===== src/rtl/sfif_tx_seq.sv =====
// Transmit TLP sequencer: issues a programmed burst of MWr32/MRd32 TLPs on the 16-bit
// core TX interface, gating each TLP on a credit check and tracking progress/stalls.
module sfif_tx_seq #(
    parameter logic [15:0] REQ_ID  = 16'h0000,
    parameter int unsigned GAP_CYC = 2
) (
    input  logic        clk_125,
    input  logic        rstn,
    input  logic        start,
    input  logic        abort,
    input  logic        tlp_rd,
    input  logic [9:0]  len_dw,
    input  logic [15:0] tlp_count,
    input  logic [31:0] base_addr,
    input  logic        credit_available,
    input  logic        tx_rdy,
    output logic        cp_ph,
    output logic [3:0]  cp_pd,
    output logic        cp_nph,
    output logic        tx_req,
    output logic [15:0] tx_data,
    output logic        tx_st,
    output logic        tx_end,
    output logic        busy,
    output logic        done,
    output logic [15:0] sent_cnt,
    output logic [15:0] stall_cnt
);

    typedef enum logic [2:0] {StIdle, StChk, StReq, StStrm, StGap} state_e;

    state_e      state_q;
    logic        rd_q;
    logic [9:0]  len_q;
    logic [15:0] count_q;
    logic [31:0] addr_q;
    logic [7:0]  tag_q;
    logic [7:0]  beat_q;
    logic [3:0]  gap_q;
    logic        settle_q;
    logic        abort_q;

    logic [7:0]  nxt_beat;
    logic [6:0]  pay_dw;
    logic [7:0]  last_beat;
    logic [31:0] beat_dw;
    logic [15:0] nxt_half;

    function automatic logic [3:0] pd_demand(input logic [9:0] len);
        return 4'((len + 10'd7) >> 3);
    endfunction

    // Halfword for the beat after the one currently presented; beat_q = FF selects beat 0.
    always_comb begin
        nxt_beat  = beat_q + 8'd1;
        pay_dw    = 7'((nxt_beat - 8'd6) >> 1);
        last_beat = rd_q ? 8'd5 : {len_q[6:0], 1'b0} + 8'd5;
        if (nxt_beat < 8'd6) begin
            case (nxt_beat[2:1])
                2'd0:    beat_dw = {1'b0, rd_q ? 2'b00 : 2'b10, 5'b00000, 8'h00, 6'h00, len_q};
                2'd1:    beat_dw = {REQ_ID, tag_q, (len_q == 10'd1) ? 4'h0 : 4'hF, 4'hF};
                default: beat_dw = addr_q;
            endcase
        end else begin
            beat_dw = {sent_cnt, 9'd0, pay_dw};
        end
        nxt_half = nxt_beat[0] ? beat_dw[15:0] : beat_dw[31:16];
    end

    always_ff @(posedge clk_125 or negedge rstn) begin
        if (!rstn) begin
            state_q   <= StIdle;
            rd_q      <= 1'b0;
            len_q     <= '0;
            count_q   <= '0;
            addr_q    <= '0;
            tag_q     <= '0;
            beat_q    <= '0;
            gap_q     <= '0;
            settle_q  <= 1'b0;
            abort_q   <= 1'b0;
            cp_ph     <= 1'b0;
            cp_pd     <= '0;
            cp_nph    <= 1'b0;
            tx_req    <= 1'b0;
            tx_data   <= '0;
            tx_st     <= 1'b0;
            tx_end    <= 1'b0;
            busy      <= 1'b0;
            done      <= 1'b0;
            sent_cnt  <= '0;
            stall_cnt <= '0;
        end else begin
            done <= 1'b0;
            case (state_q)
                StIdle: begin
                    if (start) begin
                        rd_q      <= tlp_rd;
                        len_q     <= len_dw;
                        count_q   <= tlp_count;
                        addr_q    <= base_addr & 32'hFFFF_FFFC;
                        tag_q     <= '0;
                        sent_cnt  <= '0;
                        stall_cnt <= '0;
                        abort_q   <= 1'b0;
                        settle_q  <= 1'b1;
                        beat_q    <= 8'hFF;
                        busy      <= 1'b1;
                        cp_ph     <= ~tlp_rd;
                        cp_pd     <= tlp_rd ? 4'd0 : pd_demand(len_dw);
                        cp_nph    <= tlp_rd;
                        state_q   <= StChk;
                    end
                end
                StChk: begin
                    settle_q <= 1'b0;
                    if (abort) begin
                        cp_ph   <= 1'b0;
                        cp_pd   <= '0;
                        cp_nph  <= 1'b0;
                        busy    <= 1'b0;
                        done    <= 1'b1;
                        state_q <= StIdle;
                    end else if (!settle_q) begin
                        if (credit_available) begin
                            cp_ph   <= 1'b0;
                            cp_pd   <= '0;
                            cp_nph  <= 1'b0;
                            tx_req  <= 1'b1;
                            state_q <= StReq;
                        end else if (stall_cnt != 16'hFFFF) begin
                            stall_cnt <= stall_cnt + 16'd1;
                        end
                    end
                end
                StReq: begin
                    if (abort) abort_q <= 1'b1;
                    if (tx_rdy) begin
                        tx_req  <= 1'b0;
                        tx_data <= nxt_half;
                        tx_st   <= 1'b1;
                        tx_end  <= (nxt_beat == last_beat);
                        beat_q  <= nxt_beat;
                        state_q <= StStrm;
                    end
                end
                StStrm: begin
                    if (abort) abort_q <= 1'b1;
                    if (tx_rdy) begin
                        if (tx_end) begin
                            tx_data  <= '0;
                            tx_st    <= 1'b0;
                            tx_end   <= 1'b0;
                            sent_cnt <= sent_cnt + 16'd1;
                            tag_q    <= tag_q + 8'd1;
                            addr_q   <= addr_q + {20'd0, len_q, 2'b00};
                            gap_q    <= '0;
                            state_q  <= StGap;
                        end else begin
                            tx_data <= nxt_half;
                            tx_st   <= 1'b0;
                            tx_end  <= (nxt_beat == last_beat);
                            beat_q  <= nxt_beat;
                        end
                    end
                end
                StGap: begin
                    if (abort) abort_q <= 1'b1;
                    if (gap_q == 4'(GAP_CYC - 1)) begin
                        if (sent_cnt == count_q || abort || abort_q) begin
                            busy    <= 1'b0;
                            done    <= 1'b1;
                            state_q <= StIdle;
                        end else begin
                            settle_q <= 1'b1;
                            beat_q   <= 8'hFF;
                            cp_ph    <= ~rd_q;
                            cp_pd    <= rd_q ? 4'd0 : pd_demand(len_q);
                            cp_nph   <= rd_q;
                            state_q  <= StChk;
                        end
                    end else begin
                        gap_q <= gap_q + 4'd1;
                    end
                end
                default: state_q <= StIdle;
            endcase
        end
    end

endmodule


===== config.mk =====
export PLATFORM = sky130hd
export DESIGN_NAME = sfif_tx_seq
export DESIGN_NICKNAME = d
export VERILOG_FILES = /design/src/rtl/sfif_tx_seq.sv
export SDC_FILE = /design/constraint.sdc
export NUM_CORES = 1
export LEC_CHECK = 0
export CAP_MARGIN = 30
export CORE_ASPECT_RATIO = 1.75
export CORE_MARGIN = 2
export CORE_UTILIZATION = 32
export CTS_CLUSTER_SIZE = 12
export DETAILED_ROUTE_END_ITERATION = 8
export GPL_ROUTABILITY_DRIVEN = 0
export HOLD_SLACK_MARGIN = 0.1
export PLACE_DENSITY = 0.58
export SYNTH_ARGS = -nofsm -noshare
export SYNTH_HDL_FRONTEND = slang
export SYNTH_SLANG_ARGS = --single-unit

===== constraint.sdc =====
create_clock -name clk_125 -period 4.1 [get_ports clk_125]
set_clock_uncertainty 0.2 [all_clocks]
set_input_delay 0.82 -clock clk_125 [delete_from_list [all_inputs] [get_ports clk_125]]
set_output_delay 0.82 -clock clk_125 [all_outputs]
set_load 0.05 [all_outputs]

==> results.json <==
{
  "status": "complete, no violations",
  "tns_ns": 0,
  "synth_edf_count": 0,
  "share_seq_of_total_power": 0.303,
  "synth_area_leaders": "dfrtp_1 41%, nand2_1 7.6%, xor2_1 5.7%",
  "grt-ovfl-total": 0,
  "postSynthCellCount": 1006,
  "grt_util_all_layers": 0.198,
  "cts_tree": "yes",
  "intPower_mw": 4.29,
  "net-switching-power_mw": 3.96,
  "vias_per_cell": 5.56,
  "power_leakage_nw": 4.51,
  "initial_utilization": 0.326,
  "cp-end-kind": "register",
  "syn_to_final_growth_pct": 24.8,
  "synth_flop_cell": "dfrtp_1",
  "crit_path_max_incr_delay_ns": 0.75,
  "slew_viol_final": 0,
  "criticalPathCategory": "register to register",
  "rows": 79,
  "worstMarginPinSlew_ns": 0.826,
  "crit_family": "compound AO/OA/AOI/OAI gates",
  "report.final.hold_viol_count": 0,
  "holdBufCountCts": 0,
  "min_period_ns": 3.39,
  "yosysTopAreaCell": "dfrtp_1",
  "setup_viol": 0,
  "pwr-share-clk": 0.181,
  "syn_avg_cell_area_um2": 8.61,
  "clock_latency_ns": 0.44,
  "fin_crit_sh": 0.826,
  "slew_headroom": 0.445,
  "final_util": 0.406,
  "ios": 124,
  "cts.sinks": 141,
  "ys_ff_latch": 141,
  "hold_path_class": "input port to async pin",
  "cp_max_fo": 10,
  "route.detailed.drc": 0,
  "synth-async-reset-ratio": 1.00,
  "crit_arrival_ns": 3.53,
  "die_w_um": 128,
  "cts_resized": 0,
  "wire_per_inst_um": 19.1,
  "diodes": 0,
  "grt_pass1_vias": 7938,
  "crit_buf_inv": 2,
  "peakVddDrop_v": 0.000319,
  "fmax_mhz": 295,
  "ys_seq_area_frac": 0.407,
  "cts_buffer_depth": 2,
  "port_buffers": 121,
  "syn_area_um2": 8660,
  "yosys.area.top_type_share": 0.407,
  "ys.warnings.count": 0,
  "path_clk_slew_ns": 0.07,
  "dr.pass1.iters": 5,
  "drive_gt1_frac": 0.0784,
  "crit_path_start_kind": "register",
  "cts_max_level": 4,
  "fin_nets": 1198,
  "dieArea_um2": 28400,
  "max_cap_violations": 0,
  "p_per_area_nw_per_um2": 764,
  "synth.distinct_cells": 74,
  "route.vias.total": 8042,
  "dieHeight_um": 222,
  "core_area_um2": 26600,
  "grt_pass1_wl_um": 44000,
  "synth_nets": 1094,
  "grt_start_max_net_pins": 73,
  "hpwl_um": 20600,
  "drt_iter0_drc": 560,
  "grt_setup_unrepaired": "false",
  "drt_wl_total_um": 27700,
  "antenna_found_initial": 0,
  "pwr-share-comb": 0.516,
  "cp_slowest_cell": "a2111oi_0",
  "switching_share": 0.480,
  "cts-buffers-inserted": 17,
  "critPathRequiredTime_ns": 4.24,
  "cts_root_buf": "clkbuf_16",
  "ant_nets": 0,
  "crit_chain": "ha_1, a211oi_1, o21ai_0, a2111oi_0, buf_4, nor3_2, buf_6, o21a_1, o22a_1",
  "post_cts_buffers": 0
}
cell usage after synthesis (4+ instances only):
library cell and instances:
inv_1 14, and2_1 8, nor4_1 10, nor3_1 35, mux2i_1 8, o221ai_1 10, a22o_1 6, nand3_1 35
o21a_1 5, o211ai_1 10, nor3b_1 5, nand4_1 24, o21ai_0 56, nand2_1 176, a211oi_1 13, buf_2 7
mux2_2 10, and4_1 7, xnor2_1 18, xor2_1 56, a22oi_1 7, o22ai_1 7, a221oi_1 4, or3_1 15
dfrtp_1 141, nor2b_1 7, nor2_1 76, a311oi_1 19, nand2b_1 5, o31ai_1 4, and3_1 18, ha_1 22
a21oi_1 46, clkbuf_1 50, a21o_1 8, a31oi_1 9
power by group through the flow:
stage               Clock [mW]  Sequential (mW)  Combinational [mW]
floorplan                    0             2.49                2.91
global placement             0             2.51                4.18
detailed placement           0             2.52                4.24
CTS                       1.52             2.49                4.26
global route              1.57             2.59                4.70
finish                    1.49             2.51                4.26
cell families (layout without fill, tap and decap cells):
| logic type | after synthesis | count (layout) | share of synthesized area |
|---|---|---|---|
| buf+inv | 78 | 195 | 0.0370 |
| xor+xnor | 75 | 75 | 0.0767 |
| flops | 141 | 141 | 0.407 |
| mux | 18 | 18 | 0.0223 |
| fa+ha+maj | 23 | 23 | 0.0341 |
| simple gates | 436 | 436 | 0.238 |
| compound gates | 235 | 235 | 0.185 |
path summary, 6_finish.rpt:
path	cells after the start	to	slack [ns]	startpoint
worst max-delay path	9	addr_q[15]	0.71	len_q[1]
worst min-delay path	1	addr_q[6]	0.19	rstn
worst max register to register	9	addr_q[15]	0.71	len_q[1]
worst min register to register	1	tx_st	0.29	tx_st
max in group asynchronous	2	beat_q[6]	2.71	rstn
min in group clk_125	1	tx_st	0.29	tx_st
flip-flops by register name (all words and copies together), names as in the netlist:
register   count
addr_q        30
count_q       16
sent_cnt      16
stall_cnt     16
tx_data       16
len_q         10
beat_q         8
tag_q          8
cp_pd          4
gap_q          4
state_q        3
abort_q        1
busy           1
cp_nph         1
cp_ph          1
done           1
rd_q           1
settle_q       1
tx_end         1
tx_req         1
tx_st          1
placed cells by master (no fill, tap or decap), drive strengths merged, types with 11 or more instances in the layout:
cell / synthesis / layout
dfrtp: 141 / 141
nand3: 35 / 35
and3: 18 / 18
clkdlybuf4s50: 0 / 120
inv: 15 / 23
buf: 13 / 28
ha: 22 / 22
a311oi: 19 / 19
o21ai: 57 / 57
or3: 15 / 15
xnor2: 18 / 18
nand4: 24 / 24
a211oi: 16 / 16
nor2: 76 / 76
nand2: 176 / 176
nor3: 35 / 35
clkbuf: 50 / 17
xor2: 57 / 57
a21oi: 46 / 46
nor4: 11 / 11
final cells by class:
class                   instances  area, um2
well taps                     324        405
clock buffers                  17        425
flip-flops and latches        141       3530
clock inverters                15        129
inverters                      15       56.3
repair buffers                148       1430
fillers                      2633      15800
multi-input cells             787       4830
metrics by stage:
stage               setup slack (ns)  instance area [um2]  cells  hold WS (ns)  total power, mW
finish                         0.712                10800   1447         0.190             8.26
global route                   0.646                10800   1447         0.234             8.86
CTS                            0.787                10800   1447         0.222             8.28
detailed placement             0.705                10300   1415         0.278             6.76
global placement               0.747                10200   1414         0.273             6.69
floorplan                       1.35                 8660   1006         0.265             5.40
routing by layer:
| metal | vias to the layer above | share of wire | GRT usage |
|---|---|---|---|
| met2 | 209 | 0.54 | 0.361 |
| met4 | 0 | 0.030 | 0.0748 |
| met3 | 39 | 0.035 | 0.0335 |
| met1 | 3948 | 0.40 | 0.229 |
| li1 | 3846 | - | - |
| met5 | - | 0 | 0 |
(Power assumes the default switching activity.)
